$ cat src/rtl/pwm_capture.sv
// pwm_capture: measures an asynchronous PWM input and reports its high time
// (duty) and rise-to-rise period in clk cycles. A stuck input is reported
// through a timeout pulse once the cycle counter reaches its maximum.
module pwm_capture #(
  parameter int CNT_W = 8
) (
  input  logic             clk,
  input  logic             rst,
  input  logic             en,
  input  logic             pwm_in,
  output logic [CNT_W-1:0] duty,
  output logic [CNT_W-1:0] period,
  output logic             valid,
  output logic             timeout,
  output logic             locked
);

  localparam logic [CNT_W-1:0] MAX = '1;

  typedef enum logic [1:0] {IDLE, SEEK, HIGH, LOW} state_t;

  state_t           r_state;
  state_t           w_state_next;

  logic             r_s1;
  logic             r_s2;
  logic             r_prev;
  logic             w_rise;
  logic             w_fall;
  logic             w_to_hit;

  logic [CNT_W-1:0] r_cnt;
  logic [CNT_W-1:0] r_hi_cnt;
  logic [CNT_W-1:0] r_duty;
  logic [CNT_W-1:0] r_period;
  logic             r_valid;
  logic             r_timeout;
  logic             r_locked;

  logic [CNT_W-1:0] w_cnt_next;
  logic [CNT_W-1:0] w_hi_cnt_next;
  logic [CNT_W-1:0] w_duty_next;
  logic [CNT_W-1:0] w_period_next;
  logic             w_valid_next;
  logic             w_timeout_next;
  logic             w_locked_next;

  // Two-flop synchronizer plus one delayed copy for edge detection.
  always_ff @(posedge clk or posedge rst) begin
    if (rst) begin
      r_s1   <= 1'b0;
      r_s2   <= 1'b0;
      r_prev <= 1'b0;
    end else begin
      r_s1   <= pwm_in;
      r_s2   <= r_s1;
      r_prev <= r_s2;
    end
  end

  assign w_rise = r_s2 & ~r_prev;
  assign w_fall = ~r_s2 & r_prev;

  // A rise on the last counter value still closes a normal period, so the
  // timeout only fires when no rise arrives at MAX.
  assign w_to_hit = en && (r_state != IDLE) && (r_cnt == MAX) && !w_rise;

  // State register.
  always_ff @(posedge clk or posedge rst) begin
    if (rst) begin
      r_state <= IDLE;
    end else begin
      r_state <= w_state_next;
    end
  end

  // Next-state logic; en low always forces IDLE, timeout always restarts SEEK.
  always_comb begin
    w_state_next = r_state;
    if (!en) begin
      w_state_next = IDLE;
    end else if (w_to_hit) begin
      w_state_next = SEEK;
    end else begin
      case (r_state)
        IDLE:    w_state_next = SEEK;
        SEEK:    if (w_rise) w_state_next = HIGH;
        HIGH:    if (w_fall) w_state_next = LOW;
        LOW:     if (w_rise) w_state_next = HIGH;
        default: w_state_next = IDLE;
      endcase
    end
  end

  // Datapath/output next values: counting, capture, valid/timeout pulses.
  always_comb begin
    w_cnt_next     = r_cnt;
    w_hi_cnt_next  = r_hi_cnt;
    w_duty_next    = r_duty;
    w_period_next  = r_period;
    w_valid_next   = 1'b0;
    w_timeout_next = 1'b0;
    w_locked_next  = r_locked;
    if (!en) begin
      w_cnt_next    = '0;
      w_hi_cnt_next = '0;
      w_locked_next = 1'b0;
    end else if (r_state == IDLE) begin
      w_cnt_next = '0;
    end else if (w_to_hit) begin
      w_timeout_next = 1'b1;
      w_locked_next  = 1'b0;
      w_period_next  = MAX;
      w_duty_next    = r_s2 ? MAX : '0;
      w_cnt_next     = '0;
    end else begin
      w_cnt_next = r_cnt + 1'b1;
      case (r_state)
        SEEK: begin
          if (w_rise) w_cnt_next = {{(CNT_W-1){1'b0}}, 1'b1};
        end
        HIGH: begin
          if (w_fall) w_hi_cnt_next = r_cnt;
        end
        LOW: begin
          if (w_rise) begin
            w_duty_next   = r_hi_cnt;
            w_period_next = r_cnt;
            w_valid_next  = 1'b1;
            w_locked_next = 1'b1;
            w_cnt_next    = {{(CNT_W-1){1'b0}}, 1'b1};
          end
        end
        default: ;
      endcase
    end
  end

  // Datapath and output registers.
  always_ff @(posedge clk or posedge rst) begin
    if (rst) begin
      r_cnt     <= '0;
      r_hi_cnt  <= '0;
      r_duty    <= '0;
      r_period  <= '0;
      r_valid   <= 1'b0;
      r_timeout <= 1'b0;
      r_locked  <= 1'b0;
    end else begin
      r_cnt     <= w_cnt_next;
      r_hi_cnt  <= w_hi_cnt_next;
      r_duty    <= w_duty_next;
      r_period  <= w_period_next;
      r_valid   <= w_valid_next;
      r_timeout <= w_timeout_next;
      r_locked  <= w_locked_next;
    end
  end

  assign duty    = r_duty;
  assign period  = r_period;
  assign valid   = r_valid;
  assign timeout = r_timeout;
  assign locked  = r_locked;

endmodule

$ cat config.mk
export PLATFORM = sky130hd
export DESIGN_NAME = pwm_capture
export DESIGN_NICKNAME = d
export VERILOG_FILES = /design/src/rtl/pwm_capture.sv
export SDC_FILE = /design/constraint.sdc
export NUM_CORES = 1
export LEC_CHECK = 0
export ABC_AREA = 1
export CAP_MARGIN = 20
export CELL_PAD_IN_SITES_DETAIL_PLACEMENT = 0
export CELL_PAD_IN_SITES_GLOBAL_PLACEMENT = 1
export CORE_MARGIN = 2
export CORE_UTILIZATION = 43
export CTS_CLUSTER_SIZE = 30
export DETAILED_ROUTE_END_ITERATION = 8
export HOLD_SLACK_MARGIN = 0.02
export PLACE_DENSITY_LB_ADDON = 0.1
export SLEW_MARGIN = 25
export SYNTH_ARGS = -nofsm -noshare
export SYNTH_HDL_FRONTEND = slang
export SYNTH_SLANG_ARGS = --single-unit
$ cat constraint.sdc
create_clock -name clk -period 3.1 [get_ports clk]
set_input_delay 0.775 -clock clk [delete_from_list [all_inputs] [get_ports clk]]
set_output_delay 0.775 -clock clk [all_outputs]
set_load 0.05 [all_outputs]
==> results.md <==
- # clock sinks: 40
- Status: complete, no violations
- Top FF cell, synth: dfrtp_1
- Initial core utilization: 44.5%
- Ratio of cells with drive above 1 in the final layout: 8.05%
- Unrepaired setup endpoints after global routing: no
- Fillcell total: 389
- Vias in the first global route: 1289
- Total gr overflow: 0
- Leakage Power: 0.00109 uW
- Min Tclk post-route: 2.24 ns
- Maximum VDD drop: 0.323 mV
- CP required: 2.32 ns
- Post-CTS Setup Bufs: 0
- Pre-CTS setup slack: 0.644 ns
- DRC: 0
- Slew margin rel.: 66.3%
- Via count: 1380
- CTS tree: built
- Largest net degree at the start of global routing: 41
- CP bufs+invs: 1
- Dominant cells by area after synthesis: dfrtp_1, nand2_1, nand3_1
- Switching share of power: 28.9%
- Routed Antenna Nets: 0
- I/O pin count: 23
- Power Dens Cells: 521 mW/mm2
- Drt first pass iters: 4
- First-pass GRT wire length: 5.90 mm
- Internal power: 790 uW
- Sequential power share: 52.0%
- CP top delay family: buffers and inverters
- Maxcap violations: 0
- CTS root buf: clkbuf_8
- Startpoint types: flip-flop
- Max Clk Rate: 447 MHz
- Clk_skew: 0.00347 ns
- Syn Nets: 215
- Worst-margin pin slew: 0.504 ns
- HPWL after detailed placement: 2.48 mm
- Nets: 240
- Fin. Hold Viols: 0
- Worst Path Max Fanout: 2
- TritonCTS Buffers: 5
- Area after DPL: 0.00204 mm2
- Biggest area consumer among synthesized cells: dfrtp_1
- Finish-stage setup viols: 0
- PortBufs: 22
- Vias per std cell: 4.83
- Worst Setup End Kind: primary output
- Power Total: 1110 uW
- Unique masters post-synth: 21
- Final Max Slew Viols: 0
- # rows: 23
- Post-CTS Hold Buffers: 0
- Clock share of power: 31.5%
- CORE AREA: 0.00400 mm2
- Setup WS post-layout: 0.860 ns
- Antenna violations before repair: 0
- YS warnings: 0
- GRT Util Overall: 17.4%
- GP Congestion: 0.782
- Setup TNS: 0 ns
- Initial DRC Count: 76
- Die Width: 68.3 um
- Post-Synthesis Cells: 210
- WL/cell: 12.2 um
- Switching pwr: 321 uW
- H-tree Lvls: 2
- FF+latch count, synth: 40
- Top cell type's share of synthesized area: 56.2%
- Final std cell area, no fill: 0.00213 mm2
- Synth Area per Inst: 8.48 um2
- Critical-path cell list: clkdlybuf4s50_1
- Tcrit/Tclk final: 72.2%
- Post-CTS Resized: 0
- Worst-skew pair later-pin latency: 0.29 ns
- Synth Cell Area: 0.00178 mm2
- Slowest CP cell: clkdlybuf4s50_1
- CP arrival: 1.46 ns
- Max Root-Sink Buffers: 2
- Post-synthesis sequential area ratio: 56.2%
- Setup CP Type: reg2out
- Commonest cells after routing, fill and taps aside: nand2_1, dfrtp_1, clkdlybuf4s50_1
- Combinational power share: 16.4%
- DRT Wirelength: 3.48 mm
- Hold WC Path Type: reg2reg
- Clock-pin slew on the worst setup and hold paths: 0.07 ns
- Commonest non-fill, non-tap cell in the layout: nand2_1
- Die area: 0.00467 mm2
- N_diodes: 0
- Async SR Flop Fraction: 100%
- Area growth, synth to finish: 19.8%
- Crit path largest cell delay: 0.81 ns
- Die height: 68.3 um
- Post-synth EDFFs: 0
final timing paths:
check                      slack [ns]  cells past startpoint    endpoint      start
setup reg to reg                 1.28                      7     duty[4]   r_cnt[0]
min in group asynchronous        0.91                      3   period[1]        rst
setup / recovery                 0.86                      1   period[2]  period[2]
max in group asynchronous        1.84                      3  r_state[0]        rst
hold reg to reg                  0.36                      0        r_s2       r_s1
hold / removal                   0.36                      0        r_s2       r_s1
kinds of logic (layout without fill, tap and decap cells):
logic type	Yosys count	count (layout)	synth area share, %
adder cells (fa/ha/maj)	1	1	0.703
XOR/XNOR	3	3	1.48
AO/OA/AOI/OAI	17	17	5.13
buffers and inverters	19	45	4.71
flip-flops	40	40	56.2
AND/OR/NAND/NOR	130	130	31.8
through the flow:
stage | util (%) | cells | hold slack (ns)
detailed placement | 51.1 | 278 | 0.346
CTS | 53.3 | 286 | 0.363
global placement | 51.1 | 278 | 0.334
finish | 53.3 | 286 | 0.357
global route | 53.3 | 286 | 0.383
floorplan | - | 210 | 0.331
final cells by class:
cell class	count	area, um2	area share, %
sequential	40	1000	46.9
clock buffer	8	90.1	4.22
multi-input combinational	151	696	32.6
tap	50	62.6	2.93
timing repair buffer	24	235	11.0
inverter	13	48.8	2.29
power groups by stage:
stage	Combinational [uW]	Sequential [uW]	Clock [uW]
after floorplan	78.5	636	0
after global placement	184	586	0
after detailed placement	185	588	0
after CTS	186	577	363
after global routing	202	583	391
final	182	578	351
registers in the layout, indices dropped and copies added, names as in the netlist:
signal,count
duty,8
locked,1
period,8
r_cnt,8
r_hi_cnt,8
r_prev,1
r_s1,1
r_s2,1
r_state,2
timeout,1
valid,1
metal layers:
layer	vias to the layer above	share of wire, %	track usage [%]
met2	16	48	28.4
met1	645	48	22.1
met4	0	1.5	6.00
li1	714	-	-
met5	-	0	0
met3	5	2.7	4.93
cell usage after synthesis (2+ instances only):
library cell	instances
a21oi_1	4
a31oi_1	2
buf_2	4
dfrtp_1	40
inv_1	12
nand2_1	94
nand2_2	2
nand2_4	2
nand3_1	14
nor2_1	7
nor2_2	3
nor3_1	6
o21ai_0	10
xnor2_1	3
No activity file was read; power rests on OpenSTA's default activity.
